===== src/rtl/seven_segment_display_decoder.sv =====
// rtl/seven_segment_display_decoder.sv - recovers BCD/binary frames from a multiplexed active-low 7-segment bus
// Each settled anode/segment dwell is sampled once; four distinct digits make a frame.
module seven_segment_display_decoder #(
  parameter int STABLE_CYCLES  = 16,
  parameter int TIMEOUT_CYCLES = 2000000
) (
  input  logic        clock_100Mhz,
  input  logic        reset,
  input  logic [3:0]  anode_in,
  input  logic [6:0]  segment_in,
  output logic [15:0] digits_out,
  output logic [13:0] value_out,
  output logic        frame_valid,
  output logic        pattern_error,
  output logic        stale
);

  localparam int SW = (STABLE_CYCLES > 2) ? $clog2(STABLE_CYCLES) : 1;
  localparam int TW = $clog2(TIMEOUT_CYCLES + 1);
  localparam logic [SW-1:0] STABLE_MAX = SW'(STABLE_CYCLES - 1);
  localparam logic [SW-1:0] STABLE_PRE = SW'(STABLE_CYCLES - 2);
  localparam logic [TW-1:0] TIMEOUT_MAX = TW'(TIMEOUT_CYCLES);
  localparam logic [TW-1:0] TIMEOUT_PRE = TW'(TIMEOUT_CYCLES - 1);

  localparam logic [0:0] ST_SETTLE = 1'b0;
  localparam logic [0:0] ST_HOLD   = 1'b1;

  logic [3:0]       anode_s1_q, anode_s2_q, anode_prev_q;
  logic [6:0]       seg_s1_q, seg_s2_q, seg_prev_q;
  logic [0:0]       state_q, state_d;
  logic [SW-1:0]    stab_q, stab_d;
  logic [TW-1:0]    tout_q, tout_d;
  logic [3:0][3:0]  digit_q, digit_d;
  logic [3:0]       mask_q, mask_d;
  logic             ferr_q, ferr_d;
  logic [15:0]      digits_q, digits_d;
  logic [13:0]      value_q, value_d;
  logic             fv_q, fv_d, pe_q, pe_d, stale_q, stale_d;

  logic             changed, anode_ok, dec_ok, sample;
  logic [1:0]       pos;
  logic [3:0]       dec_digit;

  assign changed = {anode_s2_q, seg_s2_q} != {anode_prev_q, seg_prev_q};

  always_comb begin
    anode_ok = 1'b1;
    pos      = 2'd0;
    case (anode_s2_q)
      4'b0111: pos = 2'd3;
      4'b1011: pos = 2'd2;
      4'b1101: pos = 2'd1;
      4'b1110: pos = 2'd0;
      default: anode_ok = 1'b0;
    endcase
  end

  always_comb begin
    dec_ok    = 1'b1;
    dec_digit = 4'd0;
    case (seg_s2_q)
      7'b0000001: dec_digit = 4'd0;
      7'b1001111: dec_digit = 4'd1;
      7'b0010010: dec_digit = 4'd2;
      7'b0000110: dec_digit = 4'd3;
      7'b1001100: dec_digit = 4'd4;
      7'b0100100: dec_digit = 4'd5;
      7'b0100000: dec_digit = 4'd6;
      7'b0001111: dec_digit = 4'd7;
      7'b0000000: dec_digit = 4'd8;
      7'b0000100: dec_digit = 4'd9;
      default:    dec_ok    = 1'b0;
    endcase
  end

  // Sample on the edge where the stability count would reach STABLE_CYCLES-1.
  assign sample = (state_q == ST_SETTLE) && !changed && (stab_q == STABLE_PRE) && anode_ok;

  always_comb begin
    state_d = state_q;
    stab_d  = stab_q;
    if (changed) begin
      stab_d  = '0;
      state_d = ST_SETTLE;
    end else if (state_q == ST_SETTLE) begin
      if (stab_q != STABLE_MAX) stab_d = stab_q + 1'b1;
      if (sample) state_d = ST_HOLD;
    end
  end

  always_comb begin
    digit_d  = digit_q;
    mask_d   = mask_q;
    ferr_d   = ferr_q;
    digits_d = digits_q;
    value_d  = value_q;
    fv_d     = 1'b0;
    pe_d     = 1'b0;
    stale_d  = stale_q;
    tout_d   = tout_q;
    if (sample) begin
      tout_d       = '0;
      digit_d[pos] = dec_ok ? dec_digit : 4'd0;
      mask_d       = mask_q | (4'b0001 << pos);
      ferr_d       = ferr_q | !dec_ok;
      if (mask_d == 4'hF) begin
        if (!ferr_d) begin
          digits_d = digit_d;
          value_d  = 14'(digit_d[3]) * 14'd1000 + 14'(digit_d[2]) * 14'd100
                   + 14'(digit_d[1]) * 14'd10 + 14'(digit_d[0]);
          fv_d     = 1'b1;
          stale_d  = 1'b0;
        end else begin
          pe_d = 1'b1;
        end
        mask_d = '0;
        ferr_d = 1'b0;
      end
    end else begin
      if (tout_q != TIMEOUT_MAX) tout_d = tout_q + 1'b1;
      if (tout_q == TIMEOUT_PRE) begin
        stale_d = 1'b1;
        mask_d  = '0;
        ferr_d  = 1'b0;
      end
    end
  end

  always_ff @(posedge clock_100Mhz or posedge reset) begin
    if (reset) begin
      anode_s1_q   <= 4'hF;
      anode_s2_q   <= 4'hF;
      anode_prev_q <= 4'hF;
      seg_s1_q     <= 7'h7F;
      seg_s2_q     <= 7'h7F;
      seg_prev_q   <= 7'h7F;
      state_q      <= ST_SETTLE;
      stab_q       <= '0;
      tout_q       <= '0;
      digit_q      <= '0;
      mask_q       <= '0;
      ferr_q       <= 1'b0;
      digits_q     <= '0;
      value_q      <= '0;
      fv_q         <= 1'b0;
      pe_q         <= 1'b0;
      stale_q      <= 1'b1;
    end else begin
      anode_s1_q   <= anode_in;
      anode_s2_q   <= anode_s1_q;
      anode_prev_q <= anode_s2_q;
      seg_s1_q     <= segment_in;
      seg_s2_q     <= seg_s1_q;
      seg_prev_q   <= seg_s2_q;
      state_q      <= state_d;
      stab_q       <= stab_d;
      tout_q       <= tout_d;
      digit_q      <= digit_d;
      mask_q       <= mask_d;
      ferr_q       <= ferr_d;
      digits_q     <= digits_d;
      value_q      <= value_d;
      fv_q         <= fv_d;
      pe_q         <= pe_d;
      stale_q      <= stale_d;
    end
  end

  assign digits_out    = digits_q;
  assign value_out     = value_q;
  assign frame_valid   = fv_q;
  assign pattern_error = pe_q;
  assign stale         = stale_q;

endmodule

===== config.mk =====
export PLATFORM = sky130hd
export DESIGN_NAME = seven_segment_display_decoder
export DESIGN_NICKNAME = d
export VERILOG_FILES = /design/src/rtl/seven_segment_display_decoder.sv
export SDC_FILE = /design/constraint.sdc
export NUM_CORES = 1
export LEC_CHECK = 0
export BUFFER_PORTS_ARGS = -buffer_cell sky130_fd_sc_hd__buf_2
export CAP_MARGIN = 20
export CORE_MARGIN = 2
export CORE_UTILIZATION = 55
export DETAILED_ROUTE_END_ITERATION = 16
export PLACE_DENSITY = 0.79
export SKIP_CTS_REPAIR_TIMING = 1
export SLEW_MARGIN = 15
export SYNTH_ARGS = -nofsm -noshare
export SYNTH_HDL_FRONTEND = slang
export SYNTH_SLANG_ARGS = --single-unit

===== constraint.sdc =====
create_clock -name clock_100Mhz -period 5.98 [get_ports clock_100Mhz]
set_clock_uncertainty 0.1 [all_clocks]
set_input_delay 0 -clock clock_100Mhz [delete_from_list [all_inputs] [get_ports clock_100Mhz]]
set_output_delay 0 -clock clock_100Mhz [all_outputs]
set_load 0.01 [all_outputs]

==> metrics, run 1 <==
status=completed; Root Driver=clkbuf_16; TritonCTS clock tree=yes; Worst-Margin Slew=a little under 1000 ps; worst hold path type=input pin to asynchronous set/reset pin; Detailed Route Iter0 Violations=~180; worst skew pair latency=between 300 and 400 ps; crit-path cells=or3b_1, a211oi_2, a21oi_2, o31ai_2, buf_4, fa_1, inv_2, fa_1, ha_1, a21oi_1, xnor2_1, ha_1, ha_1, ha_1, a21o_1, nor3_1, o21ai_0, and3_1, a311o_1, mux2_4; max incr delay on CP=approximately 590 ps; Ports=46; ant diodes=0; H-tree depth=3; placed cells=771; buffers added on ports=45; core area=about 12,000 sq um; post-DP HPWL=9.027 mm; Ys Warns=0; Tot Pwr=1464 uW; Netlist Area Pre-Place=6569 sq um; critical path class=flip-flop to flip-flop; Top delay family on crit path=adder cells; CP Buf/Inv Count=2; Psw=~330 uW; Chip Height=between 100 and 150 um; die area=12,830 sq um; Max Cap Viol=0; CP Launch Type=flip-flop; setup_tns=0 ps; Mapped Nets=between 600 and 700; crit path DAT=5840 ps; GRT Overall Usage=0.2039; final std cells w/o fill=about 800; crit end category=flip-flop; first-pass GRT wire length=20.73 mm; Int Pwr=1138 uW; area of the multi-input gates=~3400 sq um; DRT antenna net count=0; clock network power share=0.420; vias=4,444; sequential-to-total area share from yosys stat=0.4331; GPL Wtd Cong=0.8745; Clock Pin Slew Worst Setup and Hold Paths=70 ps; Clock Sinks=112; slowest cell on the critical path=dfstp_2; Pwr Density=198.2 nW/um^2; VDD IR-drop max=213.8 uV; Post-synth EDFFs=0; Post-Syn Instances=between 500 and 600; ys flop type=dfrtp_1; asr flop ratio synth=1.000; count of cell types in the netlist=58; Via density=5.534; sw frac=0.2222; vias in the first global route=between 4,000 and 5,000; initial antenna violation count=0; Worst slew margin=0.3553; leakage=roughly 0.0038 uW; Layout area overhead=12.44%; sequential power share=0.542; most used cell, CP=ha_1; Pre-antenna DRT Iters=4; RSZ-0062 raised after global routing=false; final setup fails=0; register area=2845 sq um; worst-path fanout max=7; Total Routed Length=approximately 13 mm; fin nets=about 740; WL per Instance=about 16 um; period utilization=0.9531; Layout fillers=895; clk buf depth=2; clock buffer count from CTS=9; drt drc=0; layout cells sized above 1=0.2515; Tmin final=5700 ps; max frequency=175.5 MHz; Synth Register Bits=112; Final Hold Viols=0; Rows=39; CP required=between 6000 and 7000 ps; die width=113.3 um; gr ovfl total=0; Slew Limit Fails=0; Initial Utilization=0.5704; largest net degree at the start of global routing=78; Comb power frac=0.039; Mean Syn Cell Area=11.10 sq um
-- cell usage after synthesis (6+ instances only) --
cell      number  area share
clkbuf_1       8      0.0046
xnor2_1       23       0.031
a21oi_1       23       0.018
mux2_2        30       0.051
nor3_1         8      0.0061
inv_1         50       0.029
o21ai_0       17       0.013
nand2_1       37       0.021
xor2_1        27       0.036
o31ai_1        6      0.0069
dfstp_2       34        0.14
nor2b_1        6      0.0057
dfrtp_1       78        0.30
buf_4          6      0.0069
ha_1          57        0.11
nor2_1        50       0.029
nand3_1       12      0.0091
nand4_1        7      0.0067
mux2i_1        8       0.012
a21o_1         8      0.0091
fa_1          17       0.052
and3_1         6      0.0057
mux2_4        10       0.023
-- power by group through the flow --
stage / logic [uW] / registers, uW / clock network (uW)
2_1_floorplan: 44.7 / 795 / 0
3_3_place_gp: 46.8 / 805 / 0
3_5_place_dp: 48.6 / 807 / 0
4_1_cts: 48.8 / 793 / 632
5_1_grt: 63.8 / 795 / 663
6_report: 56.5 / 793 / 614
-- worst register-to-register path, stage by stage, from the launching register on --
cell      delay (ps)
dfstp_2          590
or3b_1           410
a211oi_2         220
a21oi_2           90
o31ai_2          210
buf_4            180
fa_1             460
inv_2            120
fa_1             400
ha_1             360
a21oi_1          170
xnor2_1          140
ha_1             250
ha_1             290
ha_1             350
a21o_1           230
nor3_1           140
o21ai_0          130
and3_1           170
a311o_1          320
mux2_4           260
-- final timing paths --
path / endpoint / slack, ps / cells after the start / startpoint
max: value_out[12] / 280 / 20 / seg_s2_q[6]
min: stab_q[1] / 130 / 3 / reset
max reg2reg: value_out[12] / 280 / 20 / seg_s2_q[6]
min reg2reg: seg_s2_q[5] / 260 / 0 / seg_s1_q[5]
max in group asynchronous: tout_q[16] / 4350 / 4 / reset
min in group clock_100Mhz: anode_s1_q[2] / 180 / 2 / anode_in[2]
-- metal layers --
| metal | track usage | up-vias | part of all wire |
|---|---|---|---|
| met5 | 0 | - | 0 |
| met4 | 0.06098 | 0 | 0.018 |
| met3 | 0.04017 | 17 | 0.040 |
| met2 | 0.3277 | 97 | 0.49 |
| met1 | 0.2822 | 2188 | 0.45 |
| li1 | - | 2142 | - |
-- registers in the layout, indices dropped and copies added (netlist names), 7 cells and up --
signal      flops
tout_q         21
value_out      13
seg_s1_q        7
digits_out     16
digit_q        16
seg_prev_q      7
seg_s2_q        7
-- stage by stage --
| step | cell area, sq um | utilization | hold WS (ps) | setup WS [ps] |
|---|---|---|---|---|
| 3_3_place_gp | 6915 | 0.6005 | -62.47 | 294.2 |
| 2_1_floorplan | 6569 | - | -95.52 | 14.27 |
| 3_5_place_dp | 6915 | 0.6005 | -52.99 | 66.18 |
| 6_report | 7386 | 0.6414 | 134.3 | 280.5 |
| 5_1_grt | 7386 | 0.6414 | 172.2 | 8.992 |
| 4_1_cts | 7219 | 0.6269 | -433.6 | 14.47 |
-- cell type report --
type | instances | area share
Sequential cell | 112 | 0.3852
Tap cell | 143 | 0.02423
Clock buffer | 10 | 0.03236
Timing Repair Buffer | 73 | 0.06302
Multi-Input combinational cell | 408 | 0.4599
Clock inverter | 6 | 0.008809
Inverter | 51 | 0.02643
-- placed cells by master, fill, tap and decap left out, types with 5 or more instances in the layout --
cell and instances:
dlygate4sd3_1 12, mux2i_1 8, mux2_2 30, buf_2 45, dfstp_2 34, and3_1 6, nor3_1 8, mux2_4 10
o31ai_1 5, a21o_1 8, ha_1 57, fa_1 17, nor2_1 49, clkbuf_16 9, dfrtp_1 78, xnor2_1 23
xor2_1 27, o21ai_0 15, nand3_1 12, buf_4 16, a21oi_1 22, nand2_1 37, nor2b_1 5, inv_1 48
nand4_1 7
-- logic make-up (layout without fill, tap and decap cells) --
family / Yosys count / after routing / share of synthesized area
AOI/OAI and AO/OA: 78 / 78 / 0.07543
xor gates and xnor gates: 50 / 50 / 0.06667
adders and majority gates: 74 / 74 / 0.1604
buffers and inverters: 72 / 140 / 0.05257
DFF: 112 / 112 / 0.4331
muxes: 48 / 48 / 0.08648
and+or+nand+nor: 158 / 158 / 0.1253
Power figures use the tool's default switching activity.
==> run 2, diff against run 1 <==
--- a/config.mk
+++ b/config.mk
@@ -7,12 +7,12 @@
 export LEC_CHECK = 0
 export BUFFER_PORTS_ARGS = -buffer_cell sky130_fd_sc_hd__buf_2
 export CAP_MARGIN = 20
+export CORE_ASPECT_RATIO = 0.6
 export CORE_MARGIN = 2
 export CORE_UTILIZATION = 55
 export DETAILED_ROUTE_END_ITERATION = 16
 export PLACE_DENSITY = 0.79
 export SKIP_CTS_REPAIR_TIMING = 1
-export SLEW_MARGIN = 15
 export SYNTH_ARGS = -nofsm -noshare
 export SYNTH_HDL_FRONTEND = slang
 export SYNTH_SLANG_ARGS = --single-unit
==> metrics, run 2 (synthesized netlist as in run 1, its figures left out) <==
status=completed; Biggest register=tout_q; Rows=30 (-23%); Int Pwr=1111 uW (-2.4%); Tmin final=5680 ps (-19.39 ps); R2R depth=23 (+15%); Layout area overhead=12.78%; R2R Setup Slk=300 ps (+20 ps); crit-path cells=or3b_4, a211oi_1, a21oi_1, o31ai_1, buf_4, ha_1, inv_1, fa_1, inv_1, ha_1, a21oi_2, inv_1, a21oi_1, xnor2_1, ha_1, ha_1, ha_1, a21o_1, nor3_1, o21ai_1, and3_1, a311o_1, mux2_4; worst-path fanout max=7 (unchanged); buffers added on ports=45 (unchanged); vias in the first global route=4,396 (+1.7%); crit path DAT=5820 ps (-20 ps); gr ovfl total=0 (unchanged); VDD IR-drop max=166.2 uV (-22%); sw frac=0.2520 (+0.02982); core area=11,490 sq um (-0.26%); most common cell after layout, fill and taps aside=dfrtp_1; period utilization=0.9499 (-0.003242); leakage=0.003740 uW (-0.38%); Slew Limit Fails=0 (unchanged); Via density=5.328 (-3.7%); GR Util met1=0.3003 (+0.01806); clk buf depth=2 (unchanged); GPL Wtd Cong=0.8787 (+0.48%); Pre-antenna DRT Iters=4 (unchanged); DRT antenna net count=0 (unchanged); Top Usage Layer GRT=met2; Comb power frac=0.036 (-0.003); Final Core Density=0.6450 (+0.003637); critical path class=flip-flop to flip-flop; post-DP HPWL=9.321 mm (+3.3%); largest net degree at the start of global routing=61 (-22%); first-pass GRT wire length=21.81 mm (+5.2%); CP required=6120 ps (about the same); GRT Overall Usage=0.2131 (+0.009265); max incr delay on CP=600 ps (about the same); Max Cap Viol=0 (unchanged); Ports=46 (unchanged); Worst-Margin Slew=755.6 ps (-211.5 ps); die width=145.1 um (+28%); Chip Height=88.65 um (-22%); drt drc=0 (unchanged); Worst slew margin=0.4920 (+0.1367); crit end category=flip-flop; clock network power share=0.430 (+0.010); max FFs per register=21 (unchanged); layout cells sized above 1=0.2481 (-0.003418); CP Launch Type=flip-flop; Final Hold Viols=0 (unchanged); max frequency=176.1 MHz (+0.34%); worst hold path type=input pin to asynchronous set/reset pin; initial antenna violation count=0 (unchanged); worst reg2reg path endpoint=value_out[12]; worst skew pair latency=360 ps (about the same); vias=4,353 (-2.0%); clock buffer count from CTS=9 (unchanged); fin nets=739 (-0.40%); most used cell, CP=ha_1; Clock Pin Slew Worst Setup and Hold Paths=80 ps (about the same); H-tree depth=3 (unchanged); die area=12,860 sq um (+0.22%); setup_tns=0 ps (unchanged); most frequent cells in the layout=78 x dfrtp_1, 56 x ha_1, 50 x nor2_1, 48 x inv_1, 45 x buf_2; Root Driver=clkbuf_16; Clock Sinks=112 (unchanged); GR Layer Usage met3=0.05309 (+0.01292); met2 Use GR=0.3429 (+0.01511); TritonCTS clock tree=yes; slowest cell on the critical path=dfstp_2; r2r startpoint=seg_s2_q[6]; Total Routed Length=12.70 mm (+0.93%); sequential power share=0.533 (-0.009); final setup fails=0 (unchanged); Initial Utilization=0.5719 (+0.001491); Psw=374.2 uW (+15%); RSZ-0062 raised after global routing=true; ant diodes=0 (unchanged); Pwr Density=200.4 nW/um^2 (+1.1%); Detailed Route Iter0 Violations=207 (+13%); WL per Instance=15.54 um (-0.80%)
## run 2: how the worst max path moves through the flow
stage                            from  cells after the start       endpoint
final                     seg_s2_q[6]                     23  value_out[12]
after global routing      seg_s2_q[6]                     23  value_out[12]
after CTS                 seg_s2_q[6]                     20  value_out[12]
after detailed placement  seg_s2_q[6]                     20  value_out[12]
after global placement    seg_s2_q[6]                     20  value_out[12]
after floorplan           seg_s2_q[6]                     19  value_out[12]
## run 2: worst max-delay path, delay by kind of cell, from the launching register on
kind | cells | cell delay (ps)
flip-flops | 1 | 600
AND/OR/NAND/NOR | 3 | 690
adder cells (fa/ha/maj) | 6 | 1820
buffers and inverters | 4 | 390
XOR/XNOR | 1 | 140
multiplexers | 1 | 250
AO/OA/AOI/OAI | 8 | 1590
## run 2: power groups by stage
stage	Clock (uW)	Sequential [uW]	Combinational (uW)
after floorplan	0	795	44.7
after global placement	0	805	46.6
after detailed placement	0	806	48.1
after CTS	651	792	48.4
after global routing	688	794	61.5
final	639	792	53.6
## run 2: stage by stage
stage                     worst slack [ps]  power [uW]  instances  instance area, sq um  hold slack (ps)
after floorplan                      14.27       840.2        592                  6569           -95.52
after global placement               306.0       851.4        788                  6937            5.367
after detailed placement             121.7       854.2        788                  6937            6.636
after CTS                            99.54        1492        804                  7258           -375.9
after global routing                -48.00        1544        817                  7408            164.7
final                                299.8        1485        817                  7408            176.7
## run 2: area by class of cell
type,instances,area (sq um)
fill,910,4078
multi-input combinational,408,3403
sequential,112,2845
timing repair buffer,70,442.9
clock buffer,9,225.2
tap,160,200.2
inverter,51,195.2
clock inverter,7,96.34
## run 2: layer usage
| metal | wire length (um) | vias to the layer above |
|---|---|---|
| li1 | - | 2127 |
| met1 | 6315 | 2135 |
| met2 | 5713 | 80 |
| met3 | 557 | 11 |
| met4 | 108 | 0 |
| met5 | 0 | - |
==> run 3, diff against run 2 <==
--- a/config.mk
+++ b/config.mk
@@ -11,6 +11,7 @@
 export CORE_MARGIN = 2
 export CORE_UTILIZATION = 55
 export DETAILED_ROUTE_END_ITERATION = 16
+export GPL_TIMING_DRIVEN = 0
 export PLACE_DENSITY = 0.79
 export SKIP_CTS_REPAIR_TIMING = 1
 export SYNTH_ARGS = -nofsm -noshare
==> metrics, run 3 (synthesized netlist as in run 1, its figures left out) <==
status=completed; Final Hold Viols=0 (unchanged); Max Cap Viol=0 (unchanged); post-DP HPWL=9.467 mm (+1.6%); Initial Utilization=0.5719 (unchanged); core area=11,490 sq um (unchanged); max frequency=170.7 MHz (-3.0%); CP Buf/Inv Count=2 (-2); die width=145.1 um (unchanged); Detailed Route Iter0 Violations=259 (+25%); Worst slew margin=0.4015 (-0.09046); first-pass GRT wire length=21.72 mm (-0.41%); Rows=30 (unchanged); Clock Sinks=112 (unchanged); most used cell, CP=ha_1; DRT antenna net count=0 (unchanged); most common cell after layout, fill and taps aside=dfrtp_1; GRT Overall Usage=0.2162 (+0.003054); Clock Pin Slew Worst Setup and Hold Paths=90 ps (about the same); CP Launch Type=flip-flop; WL per Instance=16.06 um (+3.3%); vias=4,528 (+4.0%); Tmin final=5857 ps (+176.6 ps); slowest cell on the critical path=dfstp_2; crit end category=flip-flop; most frequent cells in the layout=78 x dfrtp_1, 56 x ha_1, 49 x nor2_1, 47 x inv_1, 47 x buf_2; TritonCTS clock tree=yes; drt drc=0 (unchanged); Place WS=-768.9 ps (-890.7 ps); vias in the first global route=4,390 (-0.14%); buffers added on ports=45 (unchanged); clock buffer count from CTS=9 (unchanged); worst skew pair latency=360 ps (about the same); critical path class=flip-flop to flip-flop; Biggest register=tout_q; ant diodes=0 (unchanged); VDD IR-drop max=148.7 uV (-11%); final setup fails=0 (unchanged); register area=2845 sq um (unchanged); worst hold path type=input pin to flip-flop; Layout fillers=849 (-6.7%); Pre-antenna DRT Iters=5 (+1); die area=12,860 sq um (unchanged); period utilization=0.9794 (+0.02953); worst-path fanout max=5 (-2); max incr delay on CP=570 ps (-30 ps); clk buf depth=2 (unchanged); crit path DAT=6010 ps (+190 ps); Via density=5.429 (+1.9%); GPL Wtd Cong=0.7858 (-11%); area of the multi-input gates=3486 sq um (+2.4%); Root Driver=clkbuf_16; Tot Pwr=1492 uW (+0.47%); crit-path cells=or3b_1, a211oi_2, a21oi_2, o31ai_4, buf_6, fa_2, inv_2, fa_1, ha_4, nor2b_1, o21ai_1, a21oi_1, nor2_1, ha_1, ha_1, ha_1, nand2_1, nor2_1, and3_1, a311o_1, mux2_4; Worst-Margin Slew=890.1 ps (+134.5 ps); Layout area overhead=16.44%; Top delay family on crit path=adder cells; CP required=6130 ps (about the same); H-tree depth=3 (unchanged); Slew Limit Fails=0 (unchanged); initial antenna violation count=0 (unchanged); placed cells=800 (+1.5%); Ports=46 (unchanged); max FFs per register=21 (unchanged); fin nets=756 (+2.3%); layout cells sized above 1=0.2804 (+0.03232); gr ovfl total=0 (unchanged); Chip Height=88.65 um (unchanged); Total Routed Length=13.39 mm (+5.5%); final std cells w/o fill=834 (+2.1%); largest net degree at the start of global routing=65 (+6.6%); setup ws final=123.3 ps (-176.6 ps); leakage=0.003833 uW (+2.5%); Pwr Density=195.1 nW/um^2 (-2.7%)
run 3: cell count changes in the layout (fill, tap and decap cells not counted), moves of 2 or more:
cell	previous run	this run
o21ai_0	14	10
buf_4	13	15
o21ai_2	0	3
a21oi_1	21	19
buf_12	0	2
o31ai_1	6	4
clkbuf_4	0	2
buf_2	45	47
a21oi_2	2	4
buf_6	0	3
clkbuf_1	0	5
run 3: per-stage QoR:
step                      setup TNS (ps)  area, sq um  hold slack [ps]  utilization
after floorplan                        0         6569           -95.52            -
after global placement             -2337         6994            4.696       0.6089
after detailed placement           -2837         7034            6.154       0.6124
after CTS                          -3325         7353           -378.3       0.6402
after global routing              -72.92         7649            176.2       0.6659
final                                  0         7649            170.8       0.6659
run 3: where the power goes:
group / switching [uW] / leakage, uW / internal (uW) / total, uW
combinational: 41.1 / 0.00224 / 27.6 / 68.7
sequential: 9.14 / 0.00143 / 777 / 787
clock: 327 / 0.000155 / 310 / 637
total: 377 / 0.00383 / 1110 / 1490
run 3: final cells by class:
| type | count | share of cell area |
|---|---|---|
| buffer | 17 | 0.01783 |
| clock buffer | 9 | 0.02945 |
| clock inverter | 7 | 0.01227 |
| inverter | 51 | 0.02552 |
| multi-input combinational | 408 | 0.4557 |
| sequential | 112 | 0.3720 |
| tap | 160 | 0.02617 |
| timing repair buffer | 70 | 0.06102 |
run 3: final timing paths:
| kind | from | end | slack (ps) | depth (start not counted) |
|---|---|---|---|---|
| min reg2reg | anode_s1_q[2] | anode_s2_q[2] | 260 | 0 |
| min | segment_in[3] | seg_s1_q[3] | 170 | 2 |
| max in group asynchronous | reset | stale | 4830 | 4 |
| max reg2reg | seg_s2_q[6] | value_out[12] | 120 | 21 |
| min in group asynchronous | reset | digits_out[3] | 180 | 3 |
| max | seg_s2_q[6] | value_out[12] | 120 | 21 |
run 3: worst reg2reg max path, cell delays in order, from the launching register on:
cell and delay (ps):
dfstp_2 570, or3b_1 390, a211oi_2 240, a21oi_2 130, o31ai_4 330, buf_6 170
fa_2 480, inv_2 120, fa_1 450, ha_4 320, nor2b_1 190, o21ai_1 110
a21oi_1 210, nor2_1 80, ha_1 300, ha_1 300, ha_1 370, nand2_1 110
nor2_1 40, and3_1 180, a311o_1 310, mux2_4 250
run 3: per-layer routing:
metal | GRT usage | wire length, um
met1 | 0.3015 | 6495
met2 | 0.3494 | 6127
met3 | 0.05206 | 592
met4 | 0.05169 | 175
met5 | 0 | 0
